[src/rtl/arb_pkg.sv]
// Shared types and default sizing for the round-robin arbiter slice.
package arb_pkg;

  typedef enum logic {
    IDLE  = 1'b0,
    GRANT = 1'b1
  } arb_state_t;

  localparam int ARB_N_DEF        = 4;
  localparam int ARB_MAX_HOLD_DEF = 8;

endpackage

[src/rtl/rr_prio_enc.sv]
// Rotating priority encoder: first unmasked request at or after ptr, wrapping mod N.
// Purely combinational, zero latency; no flow control.
module rr_prio_enc
  import arb_pkg::*;
#(
  parameter  int N    = ARB_N_DEF,
  localparam int ID_W = $clog2(N)
) (
  input  logic [N-1:0]    req,
  input  logic [N-1:0]    mask,
  input  logic [ID_W-1:0] ptr,
  output logic            found,
  output logic [ID_W-1:0] idx
);

  logic [N-1:0] w_eff;

  assign w_eff = req & ~mask;

  // Walk from the farthest slot back to ptr so the nearest candidate is written last.
  always_comb begin
    logic [ID_W-1:0] w_cand;
    found  = 1'b0;
    idx    = '0;
    w_cand = '0;
    for (int i = N - 1; i >= 0; i--) begin
      w_cand = ptr + ID_W'(i);
      if (w_eff[w_cand]) begin
        found = 1'b1;
        idx   = w_cand;
      end
    end
  end

endmodule

[src/rtl/rr_arbiter.sv]
// Round-robin arbiter, registered one-hot grant one cycle after request; owner holds until it drops req.
// ARB_TIMEOUT_EN adds a MAX_HOLD-cycle forced revoke when another requester is waiting.
module rr_arbiter
  import arb_pkg::*;
#(
  parameter  int N        = ARB_N_DEF,
  parameter  int MAX_HOLD = ARB_MAX_HOLD_DEF,
  localparam int ID_W     = $clog2(N)
) (
  input  logic            clk,
  input  logic            rst,
  input  logic [N-1:0]    req,
  output logic [N-1:0]    gnt,
  output logic [ID_W-1:0] gnt_id,
  output logic            busy,
  output logic            revoke
);

  if (N < 2 || (N & (N - 1)) != 0) begin : g_bad_n
    $error("rr_arbiter: N must be a power of 2 and at least 2");
  end
  if (MAX_HOLD < 1) begin : g_bad_hold
    $error("rr_arbiter: MAX_HOLD must be at least 1");
  end

  arb_state_t      r_state;
  arb_state_t      w_nxt_state;
  logic [ID_W-1:0] r_owner;
  logic [ID_W-1:0] r_ptr;
  logic [ID_W-1:0] w_nxt_owner;
  logic [ID_W-1:0] w_nxt_ptr;
  logic [ID_W-1:0] w_srch_ptr;
  logic [N-1:0]    w_mask;
  logic            w_found;
  logic [ID_W-1:0] w_win;
  logic            w_owner_req;
  logic            w_expire;
  logic            w_release;
  logic            w_new_grant;

  rr_prio_enc #(.N(N)) u_enc (
    .req   (req),
    .mask  (w_mask),
    .ptr   (w_srch_ptr),
    .found (w_found),
    .idx   (w_win)
  );

  assign w_owner_req = req[r_owner];
  assign w_release   = !w_owner_req || w_expire;

  always_ff @(posedge clk or posedge rst) begin
    if (rst) begin
      r_state <= IDLE;
      r_owner <= '0;
      r_ptr   <= '0;
    end else begin
      r_state <= w_nxt_state;
      r_owner <= w_nxt_owner;
      r_ptr   <= w_nxt_ptr;
    end
  end

  // While granted, the search excludes the owner and starts just past it.
  always_comb begin
    w_nxt_state = r_state;
    w_nxt_owner = r_owner;
    w_nxt_ptr   = r_ptr;
    w_new_grant = 1'b0;
    w_srch_ptr  = r_ptr;
    w_mask      = '0;
    case (r_state)
      IDLE: begin
        if (w_found) begin
          w_nxt_state = GRANT;
          w_nxt_owner = w_win;
          w_new_grant = 1'b1;
        end
      end
      GRANT: begin
        w_srch_ptr = r_owner + ID_W'(1);
        w_mask     = N'(1) << r_owner;
        if (w_release) begin
          if (w_found) begin
            w_nxt_owner = w_win;
            w_nxt_ptr   = r_owner + ID_W'(1);
            w_new_grant = 1'b1;
          end else if (!w_owner_req) begin
            w_nxt_state = IDLE;
            w_nxt_ptr   = r_owner + ID_W'(1);
          end
        end
      end
      default: w_nxt_state = IDLE;
    endcase
  end

  always_comb begin
    gnt    = '0;
    gnt_id = '0;
    busy   = 1'b0;
    if (r_state == GRANT) begin
      gnt[r_owner] = 1'b1;
      gnt_id       = r_owner;
      busy         = 1'b1;
    end
  end

`ifdef ARB_TIMEOUT_EN
  localparam int              HC_W      = $clog2(MAX_HOLD + 1);
  localparam logic [HC_W-1:0] HOLD_LAST = HC_W'(MAX_HOLD - 1);

  logic [HC_W-1:0] r_hold_cnt;
  logic            r_revoke;

  assign w_expire = (r_hold_cnt == HOLD_LAST);
  assign revoke   = r_revoke;

  // Counter saturates at its last value so a lone owner keeps the grant.
  always_ff @(posedge clk or posedge rst) begin
    if (rst) begin
      r_hold_cnt <= '0;
      r_revoke   <= 1'b0;
    end else begin
      if (w_new_grant) begin
        r_hold_cnt <= '0;
      end else if (r_state == GRANT && !w_expire) begin
        r_hold_cnt <= r_hold_cnt + HC_W'(1);
      end
      r_revoke <= (r_state == GRANT) && w_expire && w_owner_req && w_found;
    end
  end
`else
  assign w_expire = 1'b0;
  assign revoke   = 1'b0;
`endif

endmodule
[config.mk]
export PLATFORM = sky130hd
export DESIGN_NAME = rr_arbiter
export DESIGN_NICKNAME = d
export VERILOG_FILES = /design/src/rtl/arb_pkg.sv /design/src/rtl/rr_prio_enc.sv /design/src/rtl/rr_arbiter.sv
export SDC_FILE = /design/constraint.sdc
export NUM_CORES = 1
export LEC_CHECK = 0
export CELL_PAD_IN_SITES_DETAIL_PLACEMENT = 1
export CELL_PAD_IN_SITES_GLOBAL_PLACEMENT = 1
export CORE_MARGIN = 1
export CORE_UTILIZATION = 36
export DETAILED_ROUTE_END_ITERATION = 8
export HOLD_SLACK_MARGIN = 0.03
export PLACE_DENSITY_LB_ADDON = 0.1
export SLEW_MARGIN = 40
export SYNTH_ARGS = -nofsm -noshare
export SYNTH_HDL_FRONTEND = slang
export SYNTH_SLANG_ARGS = --single-unit
[constraint.sdc]
create_clock -name clk -period 3.34 [get_ports clk]
set_clock_uncertainty 0.15 [all_clocks]
set_input_delay 0.501 -clock clk [delete_from_list [all_inputs] [get_ports clk]]
set_output_delay 0.501 -clock clk [all_outputs]
set_load 0.1 [all_outputs]
Word-level counts from Yosys, hierarchy flattened --
Index checks and enable logic that the tools add are counted.
Storage, ports and cells: output and inout bits 8, register bits after elaboration 5
Operators by class: magnitude comparators 6, add/sub/neg operators 4, muxes and demuxes 31, equality and inequality tests 1, shift operators 1, bitwise gates (word level) 4, reduce and logical (&&, ||, !) cells 2
Operator list (count):
- $mux W2 | 8
- $lt A2 B3 Y1 const B | 5
- $mux W1 | 13
- $bmux W1 S2 | 5
- $mux W4 | 2
- $add A2 B1 Y2 const B | 2
- $add A2 B2 Y2 const B | 2
- $and A4 B4 Y4 | 1
- $not A4 Y4 | 1
- $pmux W2 S2 | 1
- $shl A1 B2 Y4 const A | 1
- $demux W1 S2 | 1
- $ge A2 B1 Y1 const B | 1
- $ne A2 B2 Y1 const B | 1
- $not A1 Y1 | 2
- $pmux W1 S2 | 1
- $reduce_and A2 Y1 | 1
- $logic_and A1 B1 Y1 | 1

Depth between registers and ports, before layout --
Gate-level depths: netlist (run 1).
depth in word-level cells 13, mapped depth 7, depth with buffers taken out 7

Hierarchy --
A second synthesis (run 1) with hierarchy kept.
Unflattened totals: cells, all modules 58, area, all modules 534.3 sq um
By module, submodules not included:
- rr_arbiter | area each 416.6 sq um, times used 1, seq. area each 125.1 sq um, cells each 43
- rr_prio_enc | area each 117.6 sq um, times used 1, seq. area each 0.0 sq um, cells each 15

Worst setup path before layout (run 1) --
Ideal clock, no wire load.
path kind flip-flop to flip-flop, start point register r_state, end point register r_owner[1], library setup time 64 ps, arrival 2532 ps, clock period less this slack 2746 ps, stages on the path, launching flop included 6, required time 3126 ps, path slack 594 ps, cell sequence dfrtp_1 -> buf_6 -> and2_1 -> nor2_1 -> a221oi_1 -> mux2_4
On the way: cells in the longest elaborated chain, start to end 12
RTL lines:
- start: declaration | line rr_arbiter.sv:26 | arb_state_t r_state;
- start signal: assignment | line rr_arbiter.sv:58 | r_state <= w_nxt_state;
- branches (longest 12 deep; another with $add A2 B2 Y2)
- end signal: assignment | line rr_arbiter.sv:59 | r_owner <= w_nxt_owner;
- end: declaration | line rr_arbiter.sv:28 | logic [ID_W-1:0] r_owner;
Several ways; the timed one is not identified. The select of a mux whose other input is x is not followed. A chain may end at the register's enable or synchronous reset.

Worst setup path after layout (run 1) --
start point register r_owner[0], end point output gnt[0]
On the way: cells in the longest elaborated chain, start to end 5
RTL lines:
- $lt A2 B3 Y1 (not written as such) / $ge A2 B1 Y1 (equally long branches) | line rr_arbiter.sv:103 | gnt[r_owner] = 1'b1;
- $logic_and A1 B1 Y1 (not written as such) | line rr_arbiter.sv:103
- $mux W1 (not written as such) | line rr_arbiter.sv:103
- $demux W1 S2 * | line rr_arbiter.sv:103
- $mux W4 * | line rr_arbiter.sv:102 | if (r_state == GRANT) begin
- end: declaration | line rr_arbiter.sv:13 | output logic [N-1:0] gnt,
Every way passes the cells marked *; elsewhere a longest branch is shown, timed or not.

==> run_results.csv, run 1 <==
group,metric,value,unit
outcome,outcome,"complete, no violations",
detailed_routing,wl_per_cell,13.91,um
grt,antenna_found_initial,0,
sta,fmax,448.6,MHz
detailed_routing,drcViolationCount,0,
clock_tree,clk_pin_slew,50,ps
grt,grt_usage,18.71,%
critical_path,r2r-end,"r_owner[1]",
yosys,yosysWarningCount,0,
sta,period_needed,2229,ps
yosys,syn_avg_cell_area,9.228,um^2
yosys,ys_seq_area_share,24.21,%
critical_path,cp.arrival,1580,ps
sta,drv_slew,0,
sta,final.period_utilization,66.73,%
clock_tree,cts_hold_buf,0,
placement,hpwl,956.5,um
clock_tree,htree_levels,1,
critical_path,required,2690,ps
critical_path,r2r_setup_slack,1220,ps
grt,gr-total-overflow,0,
critical_path,critical_path.max_fanout,6,
min_path,hold_class,"in -> async",
floorplan,die_w,39.89,um
yosys,ys_ff_latch,5,
grt,grt_start_max_net_pins,14,
floorplan,start_util,39.22,%
yosys,synthFlopType,"dfrtp_1",
yosys,syn_inst,56,
grt,grt_pass1_wl,1.952,mm
clock_tree,cts.sinks,5,
sta,setup_viol,0,
sta,rsz0062_at_grt,"no",
clock_tree,cts_made_buffers,3,
placement,io_buffer_count,12,
grt,grt_pass1_vias,433,
floorplan,die_y,39.89,um
sta,slew-limit-headroom,66.28,%
clock_tree,root_buffer,"clkbuf_4",
cells_and_area,fin_nets,81,
floorplan,die_area,0.001591,mm^2
critical_path,r2r_cells,7,
yosys,synth-edff-count,0,
job,maxCapViolCount,0,
clock_tree,cts_resized,0,
clock_tree,clockBufferDepth,2,
floorplan,pin_count,14,
detailed_routing,drt-pass1-iter-count,4,
clock_tree,cts_tree,"yes",
yosys,synthesis.nets,66,
cells_and_area,area_growth_syn_to_layout,24.94,%
detailed_routing,drt_iter0_drc,4,
placement,gp_congestion,0.7588,
detailed_routing,viasPerCell,5.071,
cells_and_area,drive_gt1_share,32.86,%
cells_and_area,antenna_cells,0,
sta,max_slew.worst_pin.slew,505.8,ps
floorplan,placeableCoreArea,0.001318,mm^2
sta,finalHoldViolCount,0,
clock_tree,clk_latency,250,ps
cells_and_area,n_fill_cell,166,
sta,setup_tns,0,ps
detailed_routing,ant_nets,0,
detailed_routing,drt-total-wl,1.182,mm
yosys,async_flop_share,100.0,%
critical_path,worstReg2RegStart,"r_owner[0]",
detailed_routing,vias,431,
critical_path,worstSetupStartpointType,"flip-flop",
critical_path,critPathKind,"reg -> out",
floorplan,core.rowCount,13,
clock_tree,cts_setup_buffers,0,
yosys,ys_types,32,
critical_path,endpoint_kind,"output pin",
yosys,syn-cell-area,516.7,um^2
[kinds of logic after synthesis]
group / count (synthesis) / synth area share (%)
flops: 5 / 24.21
buf+inv: 11 / 10.17
simple gates: 18 / 23.73
mux: 6 / 16.95
fa+ha+maj: 4 / 9.686
compound gates: 11 / 14.53
other cells: 1 / 0.7257
[routing by layer]
metal	share of wire, %	global-route usage [%]	wire length, um	up-vias
li1	-	-	-	216
met1	48	23.73	573	201
met2	48	31.45	566	11
met3	2.9	3.409	34	3
met4	0.68	5.172	8	0
met5	0	0	0	-
[worst max path at each step]
stage,slack [ps],endpoint,start
6_report,1110,gnt[0],r_owner[0]
5_1_grt,1020,gnt[0],r_owner[0]
4_1_cts,1080,gnt[0],r_owner[0]
3_5_place_dp,1100,r_owner[1],req[0]
3_3_place_gp,1130,r_owner[1],req[0]
2_1_floorplan,590,r_owner[1],r_state
[metrics by stage]
step	utilization, %	hold slack [ps]	worst slack, ps	cells	cell area [um^2]
global route	49.00	333.4	1018	85	645.6
floorplan	-	129.5	594.0	56	516.7
CTS	49.00	299.9	1085	85	645.6
finish	49.00	293.5	1111	85	645.6
global placement	47.01	352.2	1128	81	619.3
detailed placement	47.01	344.7	1099	81	619.3
[flip-flops by register name, indices dropped and copies added (netlist names)]
name     count
r_owner      2
r_ptr        2
r_state      1
[synth_stat cells (all sizes together), types with 2 or more instances]
master	number	area share [%]
nand2	5	4.1
and2	5	6.8
o21ai	3	2.9
buf	2	3.6
mux2i	2	4.6
nor2	2	1.9
dfrtp	5	24
inv	9	6.5
mux2	3	8.0
nand2b	3	6.5
ha	4	9.7
o22ai	2	2.4
[worst max-delay path, stage by stage, from the launching register on]
cell	delay, ps
dfrtp_1	450
inv_1	180
ha_1	220
nand2_1	100
inv_1	80
buf_4	280
[cell usage in the layout, fill, tap and decap left out, drive strengths merged]
cell type and instances:
a221oi 1, a211o 1, dfrtp 5, clkdlybuf4s50 5, clkbuf 4, inv 9, a41oi 1, buf 7
o2bb2ai 1, nand3 1, and2 5, nor2 2, nand2b 3, nand2 5, a21oi 1, o21ai 3
mux2 3, mux2i 2, nor3b 1, o22ai 2, nor3 1, ha 4, mux4 1, conb 1
a21boi 1
[final cells by class]
cell class	count	area, um^2	area share, %
multi-input combinational	40	339.1	52.52
timing repair buffer	12	102.6	15.89
clock buffer	4	26.28	4.070
inverter	9	33.78	5.233
tap	15	18.77	2.907
sequential	5	125.1	19.38
Power of run 1 is not shown: default switching activity piles up to over one toggle a cycle in this logic, so the estimate is an artifact.
==> run 2, diff against run 1 <==
--- a/config.mk
+++ b/config.mk
@@ -8,7 +8,7 @@
 export CELL_PAD_IN_SITES_DETAIL_PLACEMENT = 1
 export CELL_PAD_IN_SITES_GLOBAL_PLACEMENT = 1
 export CORE_MARGIN = 1
-export CORE_UTILIZATION = 36
+export CORE_UTILIZATION = 30
 export DETAILED_ROUTE_END_ITERATION = 8
 export HOLD_SLACK_MARGIN = 0.03
 export PLACE_DENSITY_LB_ADDON = 0.1
==> constraint.sdc (replaced) <==
create_clock -name clk -period 1.9 [get_ports clk]
set_clock_uncertainty 0.15 [all_clocks]
set_input_delay 0.285 -clock clk [delete_from_list [all_inputs] [get_ports clk]]
set_output_delay 0.285 -clock clk [all_outputs]
set_load 0.1 [all_outputs]
==> run_results.csv, run 2 (synthesis gave the netlist of run 1 again) <==
group,metric,value,unit
floorplan,placeableCoreArea,0.001559,mm^2
outcome,outcome,"finished with violations",
floorplan,die_area,0.001892,mm^2
sta,period_needed,1866,ps
sta,setup_tns,0,ps
critical_path,critical_path.max_fanout,3,
cells_and_area,final_common_cell,"buf_4",
sta,finalHoldViolCount,0,
clock_tree,cts_hold_buf,0,
min_path,hold_class,"in -> async",
grt,grt_pass1_vias,551,
placement,io_buffer_count,12,
sta,drv_slew,0,
clock_tree,cts.sinks,5,
floorplan,die_y,43.50,um
detailed_routing,drcViolationCount,2,
sta,rsz0062_at_grt,"yes",
critical_path,critPathTopFamily,"buffers and inverters",
outcome,violations,"DRC",
cells_and_area,drive_gt1_share,63.22,%
detailed_routing,vias,499,
cells_and_area,top_regs,"r_owner: 2 flops, r_ptr: 2 flops, r_state: 1 flops",
floorplan,die_w,43.50,um
critical_path,critPathKind,"reg -> out",
floorplan,core.rowCount,14,
clock_tree,root_buffer,"clkbuf_4",
placement,gp_congestion,0.7489,
grt,antenna_found_initial,0,
detailed_routing,ant_nets,0,
critical_path,required,1460,ps
critical_path,cp_common_cell,"buf_4",
clock_tree,cts_made_buffers,3,
cells_and_area,final_cell_mix,"16 x buf_4, 7 x buf_12, 5 x inv_1, 5 x clkdlybuf4s50_1",
cells_and_area,area_growth_syn_to_layout,79.18,%
detailed_routing,drt-pass1-iter-count,5,
cells_and_area,final_cells,103,
sta,setup_ws,33.92,ps
cells_and_area,fin_nets,98,
placement,hpwl,1.205,mm
cells_and_area,n_fill_cell,170,
critical_path,worstSetupStartpointType,"flip-flop",
grt,grt_pass1_wl,2.477,mm
job,maxCapViolCount,0,
placement,place_inst,97,
critical_path,cp_slowest_cell,"dfrtp_1",
critical_path,r2r_setup_slack,50,ps
critical_path,worst-path-buf-inv,3,
grt,gr-total-overflow,0,
floorplan,start_util,33.15,%
detailed_routing,drt_iter0_drc,3,
cells_and_area,antenna_cells,0,
clock_tree,clk_pin_slew,50,ps
placement,pre_cts_ws,-140.5,ps
clock_tree,clockBufferDepth,2,
critical_path,endpoint_kind,"output pin",
sta,final.period_utilization,98.21,%
detailed_routing,drt-total-wl,1.417,mm
clock_tree,htree_levels,1,
sta,setup_viol,0,
detailed_routing,wl_per_cell,13.76,um
clock_tree,cts_tree,"yes",
clock_tree,clk_latency,250,ps
grt,grt_usage,18.44,%
critical_path,cp_slowest_stage_delay,400,ps
critical_path,path_cells,"buf_4 > ha_2 > and2_4 > buf_4 > buf_12",
floorplan,pin_count,14,
detailed_routing,viasPerCell,4.845,
sta,fmax,535.9,MHz
critical_path,cp.arrival,1430,ps
grt,grt_start_max_net_pins,11,
run 2: changes by cell type in the layout (fill, tap and decap cells not counted), moves of 2 or more:
cell and change:
buf_4 +9, buf_12 +7, and2_1 -3, inv_1 -3, and2_2 +2, ha_1 -2
inv_2 +2
run 2: worst paths after layout:
kind,startpoint,to,cells past startpoint
max,r_owner[1],gnt[3],5
min,rst,r_state,2
max reg2reg,r_owner[0],r_owner[1],6
min reg2reg,r_ptr[0],r_ptr[0],2
max in group asynchronous,rst,r_state,2
min in group clk,r_ptr[0],r_ptr[0],2
run 2: metrics by stage:
stage	utilization (%)	hold WS, ps	area [um^2]
floorplan	-	-86.46	529.3
global placement	53.45	345.5	833.3
detailed placement	53.45	357.8	833.3
CTS	56.82	101.0	885.9
global route	59.39	146.9	925.9
finish	59.39	95.01	925.9
run 2: worst reg2reg max path, cell delays in order (launching register included):
cell and delay (ps):
dfrtp_1 390, inv_2 110, ha_4 210, mux2_4 290, nor3b_2 240, a221oi_2 70
mux2_4 270
run 2: layout make-up:
type / count / area (um^2) / area share [%]
clock buffer: 3 / 22.52 / 2.432
clock inverter: 1 / 5.005 / 0.5405
inverter: 9 / 37.54 / 4.054
multi-input combinational: 40 / 390.4 / 42.16
sequential: 5 / 128.9 / 13.92
tap: 16 / 20.02 / 2.162
timing repair buffer: 29 / 321.6 / 34.73
run 2: repair_timing:
item	CTS	global route
buffers inserted	0	2
endpoints found under the setup margin	2	3
resized for setup	6	7
pin swaps	1	2
cloned	0	0
run 2: metal layers:
| metal | part of all wire (%) | wire length, um | global-route usage (%) | up-vias |
|---|---|---|---|---|
| met5 | 0 | 0 | 0 | - |
| li1 | - | - | - | 251 |
| met2 | 52 | 730 | 31.52 | 11 |
| met4 | 1.6 | 23 | 9.375 | 0 |
| met1 | 44 | 627 | 22.56 | 233 |
| met3 | 2.5 | 36 | 2.500 | 4 |
Power of run 2 is left out for the same reason.
